### config.mk
export PLATFORM = sky130hd
export DESIGN_NAME = spi_debug_log_reader_flat
export DESIGN_NICKNAME = d
export VERILOG_FILES = /design/src/rtl/spi_debug_log_reader_pkg.sv /design/src/rtl/spi_debug_log_reader_if.sv /design/src/rtl/spi_debug_log_reader_serializer.sv /design/src/rtl/spi_debug_log_reader.sv /design/src/flat_wrapper.sv
export SDC_FILE = /design/constraint.sdc
export NUM_CORES = 1
export LEC_CHECK = 0
export BUFFER_PORTS_ARGS = -buffer_cell sky130_fd_sc_hd__buf_2
export CORE_ASPECT_RATIO = 1.25
export CORE_MARGIN = 5
export CORE_UTILIZATION = 45
export DETAILED_ROUTE_END_ITERATION = 8
export PLACE_DENSITY = 0.67
export REMOVE_ABC_BUFFERS = 1
export SYNTH_ARGS = -nofsm -noshare
export SYNTH_HDL_FRONTEND = slang
export SYNTH_HIERARCHICAL = 1
export SYNTH_SLANG_ARGS = --single-unit
export TNS_END_PERCENT = 50
### constraint.sdc
create_clock -name clock -period 3.2 [get_ports clock]
set_input_delay 0.16 -clock clock [delete_from_list [all_inputs] [get_ports clock]]
set_output_delay 0.16 -clock clock [all_outputs]
set_load 0.05 [all_outputs]
### src/rtl/spi_debug_log_reader_pkg.sv
// -----------------------------------------------------------------------------
// spi_debug_log_reader_pkg
// Shared definitions for the SPI debug log reader: reader FSM states, the
// log word map and the record tag values.
// -----------------------------------------------------------------------------
package spi_debug_log_reader_pkg;

  typedef enum logic [2:0] {
    ST_IDLE,
    ST_POLL,
    ST_CHECK,
    ST_FETCH,
    ST_EMIT
  } state_e;

  // Word 0 holds the writer pointer; records live in words 1..63.
  localparam logic [5:0] LOG_PTR_ADDR = 6'd0;
  localparam logic [5:0] LOG_FIRST    = 6'd1;
  localparam logic [5:0] LOG_LAST     = 6'd63;

  // Record tag byte (bits [7:0] of each record).
  localparam logic [7:0] TAG_MOSI = 8'h00;
  localparam logic [7:0] TAG_MISO = 8'h01;

  // Record pointer advance: 63 wraps to 1, so word 0 is never treated as data.
  function automatic logic [5:0] next_ptr(input logic [5:0] p);
    return (p == LOG_LAST) ? LOG_FIRST : p + 6'd1;
  endfunction

endpackage

### src/rtl/spi_debug_log_reader_if.sv
// -----------------------------------------------------------------------------
// spi_debug_log_reader_if
// Bundles the Avalon-MM read master and the byte-stream output of the reader.
//   master : the reader (drives address/read and the stream data/valid/last)
//   slave  : the log memory and the stream consumer (drive readdata,
//            waitrequest and ready)
// -----------------------------------------------------------------------------
interface spi_debug_log_reader_if;
  logic [5:0]  io_Avalon_address;
  logic        io_Avalon_read;
  logic [63:0] io_Avalon_readdata;
  logic        io_Avalon_waitrequest;
  logic [7:0]  io_Out_data;
  logic        io_Out_valid;
  logic        io_Out_ready;
  logic        io_Out_last;

  modport master (
    output io_Avalon_address, io_Avalon_read,
    input  io_Avalon_readdata, io_Avalon_waitrequest,
    output io_Out_data, io_Out_valid, io_Out_last,
    input  io_Out_ready
  );

  modport slave (
    input  io_Avalon_address, io_Avalon_read,
    output io_Avalon_readdata, io_Avalon_waitrequest,
    input  io_Out_data, io_Out_valid, io_Out_last,
    output io_Out_ready
  );
endinterface

### src/rtl/spi_debug_log_reader_serializer.sv
// -----------------------------------------------------------------------------
// record_serializer
// Holds one 64-bit log record and unloads it as 8 bytes over ready/valid,
// least-significant byte (the tag) first.
//   clock, reset : clock and synchronous active-low reset
//   i_load       : capture i_record and start emitting from byte 0
//   i_record     : record word to serialize
//   i_ready      : consumer ready
//   o_valid      : byte available
//   o_data       : current byte (0 when idle)
//   o_last       : current byte is byte 7
//   o_done       : pulses on the transfer of byte 7
// -----------------------------------------------------------------------------
module record_serializer (
  input  logic        clock,
  input  logic        reset,
  input  logic        i_load,
  input  logic [63:0] i_record,
  input  logic        i_ready,
  output logic        o_valid,
  output logic [7:0]  o_data,
  output logic        o_last,
  output logic        o_done
);

  logic [63:0] r_record;
  logic [2:0]  r_idx;
  logic        r_busy;
  logic        w_xfer;

  assign w_xfer = r_busy && i_ready;

  // NOTE: registers use non-blocking assignments so every flop samples the
  // values that existed before the clock edge, independent of block order.
  always_ff @(posedge clock) begin
    if (!reset) begin
      r_record <= '0;
      r_idx    <= '0;
      r_busy   <= 1'b0;
    end else if (i_load) begin
      r_record <= i_record;
      r_idx    <= '0;
      r_busy   <= 1'b1;
    end else if (w_xfer) begin
      r_idx <= r_idx + 3'd1;   // 7 rolls over to 0, ready for the next load
      if (r_idx == 3'd7) r_busy <= 1'b0;
    end
  end

  assign o_valid = r_busy;
  assign o_data  = r_busy ? r_record[{r_idx, 3'b000} +: 8] : 8'h00;
  assign o_last  = r_busy && (r_idx == 3'd7);
  assign o_done  = w_xfer && (r_idx == 3'd7);

endmodule

### src/rtl/spi_debug_log_reader.sv
// -----------------------------------------------------------------------------
// spi_debug_log_reader
// Polls the writer pointer of an SPI debug log over Avalon-MM, fetches every
// new 64-bit record and streams it out as 8 bytes with a last marker.
//   clock          : sole clock, rising edge
//   reset          : synchronous active-low reset
//   io_Enable      : permits new polls and fetches (a started record finishes)
//   bus            : Avalon-MM read master + byte stream (master modport)
//   io_RecordCount : records emitted, saturating at 0xFFFF
// -----------------------------------------------------------------------------
module spi_debug_log_reader
  import spi_debug_log_reader_pkg::*;
#(
  parameter int POLL_INTERVAL = 16
) (
  input  logic                          clock,
  input  logic                          reset,
  input  logic                          io_Enable,
  spi_debug_log_reader_if.master        bus,
  output logic [15:0]                   io_RecordCount
);

  localparam logic [15:0] WAIT_TERM = 16'(POLL_INTERVAL - 1);

  state_e      r_state;
  state_e      w_next;
  logic [15:0] r_wait_cnt;
  logic [5:0]  r_rd_ptr;
  logic [5:0]  r_wp;
  logic [15:0] r_record_count;
  logic        w_read;
  logic [5:0]  w_addr;
  logic        w_load;
  logic        w_ser_done;

  // NOTE: every output of this block gets a default before the case, so no
  // path leaves a signal unassigned and no latch is inferred.
  always_comb begin
    w_next = r_state;
    w_read = 1'b0;
    w_addr = LOG_PTR_ADDR;
    w_load = 1'b0;
    case (r_state)
      ST_IDLE: begin
        if (r_wait_cnt == WAIT_TERM && io_Enable) w_next = ST_POLL;
      end
      ST_POLL: begin
        w_read = 1'b1;
        if (!bus.io_Avalon_waitrequest) w_next = ST_CHECK;
      end
      ST_CHECK: begin
        // Decided on the cached writer pointer; EMIT returns here without a re-poll.
        if (r_wp == r_rd_ptr || r_wp == LOG_PTR_ADDR || !io_Enable) w_next = ST_IDLE;
        else                                                        w_next = ST_FETCH;
      end
      ST_FETCH: begin
        w_read = 1'b1;
        w_addr = r_rd_ptr;
        if (!bus.io_Avalon_waitrequest) begin
          w_load = 1'b1;
          w_next = ST_EMIT;
        end
      end
      ST_EMIT: begin
        if (w_ser_done) w_next = ST_CHECK;
      end
      default: w_next = ST_IDLE;
    endcase
  end

  always_ff @(posedge clock) begin
    if (!reset) begin
      r_state        <= ST_IDLE;
      r_wait_cnt     <= '0;
      r_rd_ptr       <= LOG_FIRST;
      r_wp           <= LOG_FIRST;
      r_record_count <= '0;
    end else begin
      r_state <= w_next;
      // The counter restarts on every IDLE entry and parks at terminal count
      // while polling is disabled, so re-enabling polls on the next cycle.
      if (r_state != ST_IDLE)         r_wait_cnt <= '0;
      else if (r_wait_cnt != WAIT_TERM) r_wait_cnt <= r_wait_cnt + 16'd1;
      if (r_state == ST_POLL && !bus.io_Avalon_waitrequest)
        r_wp <= bus.io_Avalon_readdata[5:0];
      if (w_load) r_rd_ptr <= next_ptr(r_rd_ptr);
      if (w_ser_done && r_record_count != 16'hFFFF)
        r_record_count <= r_record_count + 16'd1;
    end
  end

  record_serializer u_serializer (
    .clock    (clock),
    .reset    (reset),
    .i_load   (w_load),
    .i_record (bus.io_Avalon_readdata),
    .i_ready  (bus.io_Out_ready),
    .o_valid  (bus.io_Out_valid),
    .o_data   (bus.io_Out_data),
    .o_last   (bus.io_Out_last),
    .o_done   (w_ser_done)
  );

  assign bus.io_Avalon_read    = w_read;
  assign bus.io_Avalon_address = w_addr;
  assign io_RecordCount        = r_record_count;

endmodule
### src/flat_wrapper.sv
// flat-port wrapper written by rule: the top's interface ports become plain ports
module spi_debug_log_reader_flat import spi_debug_log_reader_pkg::*;
#(
  parameter int POLL_INTERVAL = 16
)
  (clock, reset, io_Enable, io_RecordCount, bus_io_Avalon_address, bus_io_Avalon_read, bus_io_Avalon_readdata, bus_io_Avalon_waitrequest, bus_io_Out_data, bus_io_Out_valid, bus_io_Out_last, bus_io_Out_ready);
  spi_debug_log_reader_if bus_i ();
  input  logic clock;
  input  logic reset;
  input  logic io_Enable;
  output logic [15:0] io_RecordCount;
  output wire logic [$bits(bus_i.io_Avalon_address)-1:0] bus_io_Avalon_address;
  output wire logic [$bits(bus_i.io_Avalon_read)-1:0] bus_io_Avalon_read;
  input wire logic [$bits(bus_i.io_Avalon_readdata)-1:0] bus_io_Avalon_readdata;
  input wire logic [$bits(bus_i.io_Avalon_waitrequest)-1:0] bus_io_Avalon_waitrequest;
  output wire logic [$bits(bus_i.io_Out_data)-1:0] bus_io_Out_data;
  output wire logic [$bits(bus_i.io_Out_valid)-1:0] bus_io_Out_valid;
  output wire logic [$bits(bus_i.io_Out_last)-1:0] bus_io_Out_last;
  input wire logic [$bits(bus_i.io_Out_ready)-1:0] bus_io_Out_ready;
  assign bus_io_Avalon_address = bus_i.io_Avalon_address;
  assign bus_io_Avalon_read = bus_i.io_Avalon_read;
  assign bus_i.io_Avalon_readdata = bus_io_Avalon_readdata;
  assign bus_i.io_Avalon_waitrequest = bus_io_Avalon_waitrequest;
  assign bus_io_Out_data = bus_i.io_Out_data;
  assign bus_io_Out_valid = bus_i.io_Out_valid;
  assign bus_io_Out_last = bus_i.io_Out_last;
  assign bus_i.io_Out_ready = bus_io_Out_ready;
  spi_debug_log_reader #(.POLL_INTERVAL(POLL_INTERVAL)) u_core (.clock(clock), .reset(reset), .io_Enable(io_Enable), .bus(bus_i), .io_RecordCount(io_RecordCount));
endmodule
==> out/summary.txt, run 1 <==
outcome - completed
first-pass GRT wire length - 21.3 mm
critical path launch point type - register
clk slew on worst S/H paths - 0.05 ns
compound-gate portion of the synthesized area - 8.52%
Post-synth EDFFs - 0
post-synth top area cell - dfxtp_1
initial antenna violation count - 0
RSZ-0062 raised after global routing - no
Max clock buf depth - 2
sequential share of power - 40.0%
Lkg Pwr - 2.55 nW
non-filler cells, final - 831
Post-synth top flop - dfxtp_1
diode count - 0
CTS tree - done
crit end category - register
hpwl dp - 9.13 mm
DR vias - 4413
Cells after DPL - 791
die height - 134 µm
Layout area overhead - 24.0%
Clk Latency, worst-skew pair - 0.41 ns
CTS resizes - 0
Congestion Overflow GR - 0
largest net degree at the start of global routing - 46
core region area - 12000 µm²
Cell Area, Synth - 5490 µm²
Antenna Nets Post-Route - 0
main combinational cell family by area after synthesis - simple AND/OR/NAND/NOR gates
Final Cycle Share - 79.8%
design area - 6810 µm²
simple-gate share of the synthesized area - 21.9%
Total GRT Usage - 18.4%
peak supply drop - 0.387 mV
crit path max fanout - 12
Synth area leaders - dfxtp_1, mux2i_1, nor2b_1, mux4_2, a21oi_1
r2r startpoint - u_core/u_serializer/r_idx[2]
Placed Area - 6110 µm²
worst slew pin tran - 0.726 ns
row cnt - 45
number of DRC markers in iteration 0 - 175
total power - 3.83 mW
Final Setup Violations - 0
synthesized flop and latch total - 115
Comb pwr share - 8.6%
clock sinks - 115
Post-Synth XOR/XNOR Area - 3.19%
I/O pins - 102
Worst Hold Class - input port to register
final hold violations - 0
Max-cap violations - 0
P_int - 2.95 mW
Hold Path Origin - bus_io_Avalon_readdata[49]
H-tree Lvls - 4
1st-pass router iterations - 4
f_max - 0.392 GHz
Rel. slew slack - 51.5%
Avg Inst Size Synth - 9.93 µm²
synthesized netlist cell count - 553
multiplexer share of the synthesized area - 19.7%
final core utilization - 56.5%
WP data arrival - 2.84 ns
top-area cell type share of the netlist area - 41.9%
Num CTS Buffers - 17
layout cells sized above 1 - 23.7%
vias in the first global route - 4412
Starting Density - 45.6%
die outline area - 14500 µm²
Synth Area in Adders - 1.14%
switching power - 882 µW
Seq/Total Area, Yosys - 41.9%
Die Span X - 109 µm
Routed WL - 12.9 mm
Pwr Density - 563 nW/µm²
clock power share - 51.4%
vias per inst - 5.31
final worst clock skew - 0.00852 ns
crit path from - u_core/u_serializer/r_idx[2]
fin. max-slew vios - 0
synth unique cells - 50
most frequent cells after synthesis - dfxtp_1, mux2i_1, nor2b_1, nand2_1, nor2_1
Synth async-reset ratio - 0%
type of the worst setup path - register to register
final-layout fill cell count - 1114
fin nets - 728
Net Sw Frac - 23.0%
routability cong. - 0.793
crit path time final - 2.55 ns
CTS Root Buffer Type - clkbuf_16
Wirelength per Cell - 15.6 µm
Warnings, synthesis - 6
I/O Buffers - 101
# DRC - 0
top-count cell post-synth - dfxtp_1
CP Data Required Time - 3.49 ns
power groups by stage:
stage	Combinational, mW	Clock [mW]	Sequential [mW]
detailed placement	0.325	0	1.56
global route	0.366	2.08	1.54
finish	0.331	1.97	1.53
global placement	0.312	0	1.56
CTS	0.332	2.01	1.53
floorplan	0.229	0	1.55
worst max-delay path, stage by stage (launching register included):
cell      delay, ns
dfxtp_1        0.46
ha_1           0.30
and3_1         0.17
buf_4          0.16
or4b_2         0.65
a21boi_0       0.18
a311o_1        0.40
o311a_1        0.12
cells in the final DEF (no fill, tap or decap), types with 3 or more instances in the layout:
cell type,synthesis,layout
nor4_1,3,3
nand2_1,28,28
inv_1,6,6
a21oi_1,21,21
nor2_1,26,26
nor3_1,8,8
a31oi_1,3,3
o211a_1,8,8
or3_1,7,7
mux2i_1,90,90
bufinv_16,0,4
ha_1,5,5
clkbuf_16,0,17
mux4_2,8,8
dfxtp_1,115,115
nand3_1,15,15
nand2b_1,4,4
and4_1,6,6
nor2b_1,67,67
xor2_1,10,10
nand4_1,9,9
buf_2,4,101
buf_4,8,6
or4_1,8,8
a22oi_1,8,8
xnor2_1,10,10
clkinvlp_4,0,5
and3_1,11,11
dlygate4sd3_1,0,8
o21ai_0,10,10
o31ai_1,8,8
clkinv_2,0,4
sequential cells by signal (all words and copies together) (netlist names):
name and count:
u_core/u_serializer/r_record 64, u_core/io_RecordCount 16, u_core/r_wait_cnt 16, u_core/r_rd_ptr 6, u_core/r_wp 6, u_core/r_state 3, u_core/u_serializer/r_idx 3, u_core/u_serializer/o_valid 1
metal layers:
metal	up-vias	share of wire [%]	GRT usage (%)
met1	2077	44	22.8
met2	117	49	30.2
li1	2200	-	-
met5	-	0	0
met3	19	5.5	5.53
met4	0	1.5	6.25
metrics by stage:
step                setup TNS (ns)  worst slack, ns  hold WS (ns)
floorplan                  -563.44            -8.56         0.222
global placement                 0            0.785         0.413
detailed placement               0            0.655         0.421
CTS                              0            0.657       0.00187
global route                     0            0.578        0.0136
finish                           0            0.647        0.0140
logic make-up (layout without fill, tap and decap cells):
logic type | after synthesis | in the layout
muxes | 98 | 98
buffers and inverters | 40 | 154
adders and majority gates | 5 | 5
DFF | 115 | 115
AOI/OAI and AO/OA | 69 | 69
xor gates and xnor gates | 20 | 20
and+or+nand+nor | 206 | 206
repair_timing:
action | 4_1_cts | 5_1_grt
buffers inserted | 0 | 0
hold endpoints to repair | 8 | 0
hold buffers | 8 | 0
area by class of cell:
type	count	area, µm²	share of cell area (%)
Multi-Input combinational cell	398	3010	44.1
Timing Repair Buffer	116	651	9.55
Inverter	6	22.5	0.331
Sequential cell	115	2300	33.8
Tap cell	164	205	3.01
Clock buffer	18	439	6.45
Clock inverter	14	186	2.74
worst paths after layout:
path / slack, ns / depth (start not counted) / end
setup reg to reg: 0.65 / 7 / u_core/r_state[1]
setup / recovery: 0.65 / 7 / u_core/r_state[1]
hold reg to reg: 0.50 / 2 / u_core/r_wait_cnt[15]
hold / removal: 0.01 / 3 / u_core/u_serializer/r_record[49]
No activity file was read; power rests on OpenSTA's default activity.
==> run 2, diff against run 1 <==
Clock period 3.2 ns to 2.5 ns, I/O delays scaled along.
==> out/summary.txt, run 2 (same netlist as run 1, synthesis figures left out) <==
Congestion Overflow GR - 0
critical path launch point type - register
Critical Path End - u_core/r_state[1]
Worst Hold Class - input port to register
final core utilization - 60.6%
total power - 4.92 mW
1st-pass router iterations - 4
CTS tree - done
crit path from - u_core/u_serializer/r_idx[0]
# DRC - 0
grt met2 use - 34.6%
global routing's busiest layer - met2
met1 Use GR - 21.8%
WP data arrival - 2.62 ns
clk slew on worst S/H paths - 0.05 ns
Levels on crit path - 7
Lkg Pwr - 2.76 nW
I/O Buffers - 101
slowest CP cell - or4b_2
row cnt - 45
Max clock buf depth - 2
fin nets - 780
layout cells sized above 1 - 22.7%
outcome - completed
R2R depth - 7
initial antenna violation count - 1
largest net degree at the start of global routing - 68
Largest register FFs - 64
core region area - 12000 µm²
number of DRC markers in iteration 0 - 180
diode count - 0
crit end category - register
WP buf/inv - 0
critical-path cell list - ha_1 > ha_1 > and3_1 > or4b_2 > a21boi_0 > a311o_1 > o311a_1
type of the worst setup path - register to register
fin. max-slew vios - 0
Pwr Density - 673 nW/µm²
Wirelength per Cell - 15.3 µm
Starting Density - 45.6%
Antenna Nets Post-Route - 0
RSZ-0062 raised after global routing - no
routability cong. - 0.795
Largest Register - u_core/u_serializer/r_record
DR vias - 4679
crit path max fanout - 3
Worst R2R End - u_core/r_state[1]
peak supply drop - 0.403 mV
Routed WL - 13.5 mm
final hold violations - 0
CTS Root Buffer Type - clkbuf_16
commonest cells after routing, fill and taps aside - dfxtp_1, buf_2, mux2i_1
die outline area - 14500 µm²
Clk Latency, worst-skew pair - 0.40 ns
f_max - 0.428 GHz
vias in the first global route - 4914
final worst clock skew - 0.00657 ns
FF-to-FF setup slack - 0.16 ns
vias per inst - 5.30
commonest non-fill, non-tap cell in the layout - dfxtp_1
I/O pins - 102
Die Span X - 109 µm
Total GRT Usage - 19.3%
Rel. slew slack - 54.9%
clock sinks - 115
CP max stage delay - 0.65 ns
Layout area overhead - 32.9%
crit path time final - 2.34 ns
worst slew pin tran - 0.674 ns
most frequent CP cell - ha_1
first-pass GRT wire length - 22.5 mm
Final Setup Violations - 0
CP Data Required Time - 2.78 ns
Final Cycle Share - 93.4%
hpwl dp - 8.89 mm
Num CTS Buffers - 17
GR Layer Usage met3 - 5.04%
die height - 134 µm
H-tree Lvls - 4
r2r startpoint - u_core/u_serializer/r_idx[0]
kind of cell adding the most delay to the critical path - simple AND/OR/NAND/NOR gates
Max-cap violations - 0
run 2: what timing repair did:
action / in CTS / in global routing
hold endpoints to repair: 55 / 0
setup buffers: 0 / 0
gates resized for setup: 0 / 0
hold buffers: 55 / 0
run 2: report_power, final:
group          switching [mW]  leakage, nW  internal [mW]
Sequential             0.0690        0.927           1.89
Combinational           0.245         1.55          0.259
Clock                   0.874        0.286           1.57
run 2: worst min path at each step:
stage                                    start                          endpoint  depth (start not counted)
floorplan                                reset                    u_core/r_wp[0]                          1
global placement     bus_io_Avalon_readdata[3]                    u_core/r_wp[3]                          3
detailed placement  bus_io_Avalon_readdata[33]  u_core/u_serializer/r_record[33]                          3
CTS                 bus_io_Avalon_readdata[39]  u_core/u_serializer/r_record[39]                          3
global route        bus_io_Avalon_readdata[34]  u_core/u_serializer/r_record[34]                          3
finish               bus_io_Avalon_readdata[5]                    u_core/r_wp[5]                          3
run 2: routing by layer:
layer / vias to the layer above / share of wire (%)
li1: 2308 / -
met1: 2222 / 41
met2: 124 / 52
met3: 23 / 5.2
met4: 2 / 1.9
met5: - / 0.052
run 2: cell type report:
| class | instances | area (µm²) |
|---|---|---|
| repair buffers | 168 | 1160 |
| fillers | 1045 | 4750 |
| multi-input cells | 398 | 3010 |
| flip-flops and latches | 115 | 2300 |
| clock buffers | 17 | 425 |
| inverters | 6 | 22.5 |
| clock inverters | 15 | 183 |
| well taps | 164 | 205 |
run 2: metrics by stage:
stage	hold slack (ns)	std cells	setup TNS (ns)	cell area, µm²	worst slack, ns
after global placement	0.381	796	0	6140	0.269
final	0.00376	883	0	7300	0.164
after detailed placement	0.390	796	0	6140	0.186
after global routing	0.0138	883	0	7300	0.0887
after CTS	0.000560	883	0	7300	0.177
after floorplan	0.187	519	-617.45	5320	-9.26
run 2: tightest hold or removal path, cell delays in order:
cell and delay [ns]:
buf_2 0.10, mux2i_1 0.06, nor2_1 0.08
==> run 3, diff against run 2 <==
Settings changed: GPL_TIMING_DRIVEN set to 0.
==> out/summary.txt, run 3 (same netlist as run 1, synthesis figures left out) <==
Max-cap violations - 0
critical path launch point type - register
Congestion Overflow GR - 0
Routed WL - 13.8 mm
initial antenna violation count - 0
row cnt - 45
Rel. slew slack - 25.9%
H-tree Lvls - 4
clock power share - 48.9%
I/O Buffers - 101
Starting Density - 45.6%
WP data arrival - 2.69 ns
layout cells sized above 1 - 22.7%
core region area - 12000 µm²
sequential share of power - 40.9%
Final Setup Violations - 0
Antenna Nets Post-Route - 0
# DRC - 0
Max clock buf depth - 2
die outline area - 14500 µm²
clock sinks - 115
Final Cycle Share - 95.9%
peak supply drop - 0.419 mV
commonest non-fill, non-tap cell in the layout - dfxtp_1
final hold violations - 0
vias in the first global route - 4791
Num CTS Buffers - 17
Worst Hold Slack - 0.00927 ns
worst slew pin tran - 1.11 ns
CP Data Required Time - 2.79 ns
commonest cells after routing, fill and taps aside - dfxtp_1, buf_2, mux2i_1
crit path time final - 2.40 ns
diode count - 0
largest net degree at the start of global routing - 79
Clk Latency, worst-skew pair - 0.40 ns
crit path max fanout - 9
CTS Root Buffer Type - clkbuf_16
Comb pwr share - 10.3%
Worst Hold Class - input port to register
Die Span X - 109 µm
number of DRC markers in iteration 0 - 210
clk slew on worst S/H paths - 0.05 ns
fin nets - 782
CTS tree - done
routability cong. - 0.805
Net Sw Frac - 22.4%
first-pass GRT wire length - 23.2 mm
crit end category - register
DR vias - 4647
hpwl dp - 8.94 mm
vias per inst - 5.27
fin worst setup slack - 0.101 ns
1st-pass router iterations - 4
RSZ-0062 raised after global routing - no
final-layout fill cell count - 1019
I/O pins - 102
FF-to-FF setup slack - 0.10 ns
Lkg Pwr - 2.78 nW
Total GRT Usage - 19.9%
type of the worst setup path - register to register
fin. max-slew vios - 0
Layout area overhead - 33.7%
final worst clock skew - 0.00610 ns
P_int - 3.73 mW
Largest register FFs - 64
Wirelength per Cell - 15.7 µm
Pwr Density - 654 nW/µm²
switching power - 1.08 mW
f_max - 0.417 GHz
die height - 134 µm
Largest Register - u_core/u_serializer/r_record
outcome - completed
pre-CTS WS - -0.369 ns
[run 3: power groups by stage]
stage,Sequential [mW],Clock (mW),Combinational [mW]
floorplan,1.98,0,0.293
global placement,1.99,0,0.415
detailed placement,2.00,0,0.417
CTS,1.96,2.40,0.488
global route,1.97,2.48,0.547
finish,1.96,2.35,0.493
[run 3: timing repair]
| item | in CTS | in global routing |
|---|---|---|
| endpoints found under the hold margin | 58 | 0 |
| endpoints found under the setup margin | 12 | 16 |
| cloned | 0 | 0 |
| gates resized for setup | 5 | 1 |
| hold buffers | 57 | 0 |
| setup buffers | 2 | 3 |
[run 3: worst paths after layout]
kind | cells past startpoint | end | from
max | 7 | u_core/r_state[1] | u_core/u_serializer/r_idx[0]
min | 3 | u_core/u_serializer/r_record[45] | bus_io_Avalon_readdata[45]
max reg2reg | 7 | u_core/r_state[1] | u_core/u_serializer/r_idx[0]
min reg2reg | 2 | u_core/r_wait_cnt[12] | u_core/r_wait_cnt[12]
[run 3: critical path, cell delays in order (launching register included)]
cell and delay [ns]:
dfxtp_4 0.34, ha_1 0.20, ha_1 0.21, and3_4 0.22
or4b_2 0.64, a21boi_0 0.17, a311o_1 0.38, o311a_1 0.12
[run 3: through the flow]
stage / util [%] / cell area (µm²) / setup TNS, ns / instances / total power [mW]
2_1_floorplan: - / 5320 / -617.45 / 519 / 2.28
3_3_place_gp: 50.0 / 6030 / -839.58 / 784 / 2.41
3_5_place_dp: 50.9 / 6140 / -3.03 / 791 / 2.42
4_1_cts: 60.7 / 7320 / 0 / 879 / 4.84
5_1_grt: 60.9 / 7340 / 0 / 882 / 5.00
6_report: 60.9 / 7340 / 0 / 882 / 4.80
[run 3: final cells by class]
class	count	area [µm²]	share of cell area [%]
repair buffers	170	1210	16.5
flip-flops and latches	115	2310	31.5
well taps	164	205	2.79
clock buffers	24	502	6.83
multi-input cells	398	3020	41.1
clock inverters	5	75.1	1.02
inverters	6	22.5	0.307
[run 3: metal layers]
metal	global-route usage [%]	wire length, µm	vias to the layer above
met5	0	0	-
met4	6.39	193	0
met3	5.67	750	19
met2	33.6	7050	129
met1	24.2	5820	2203
li1	-	-	2296
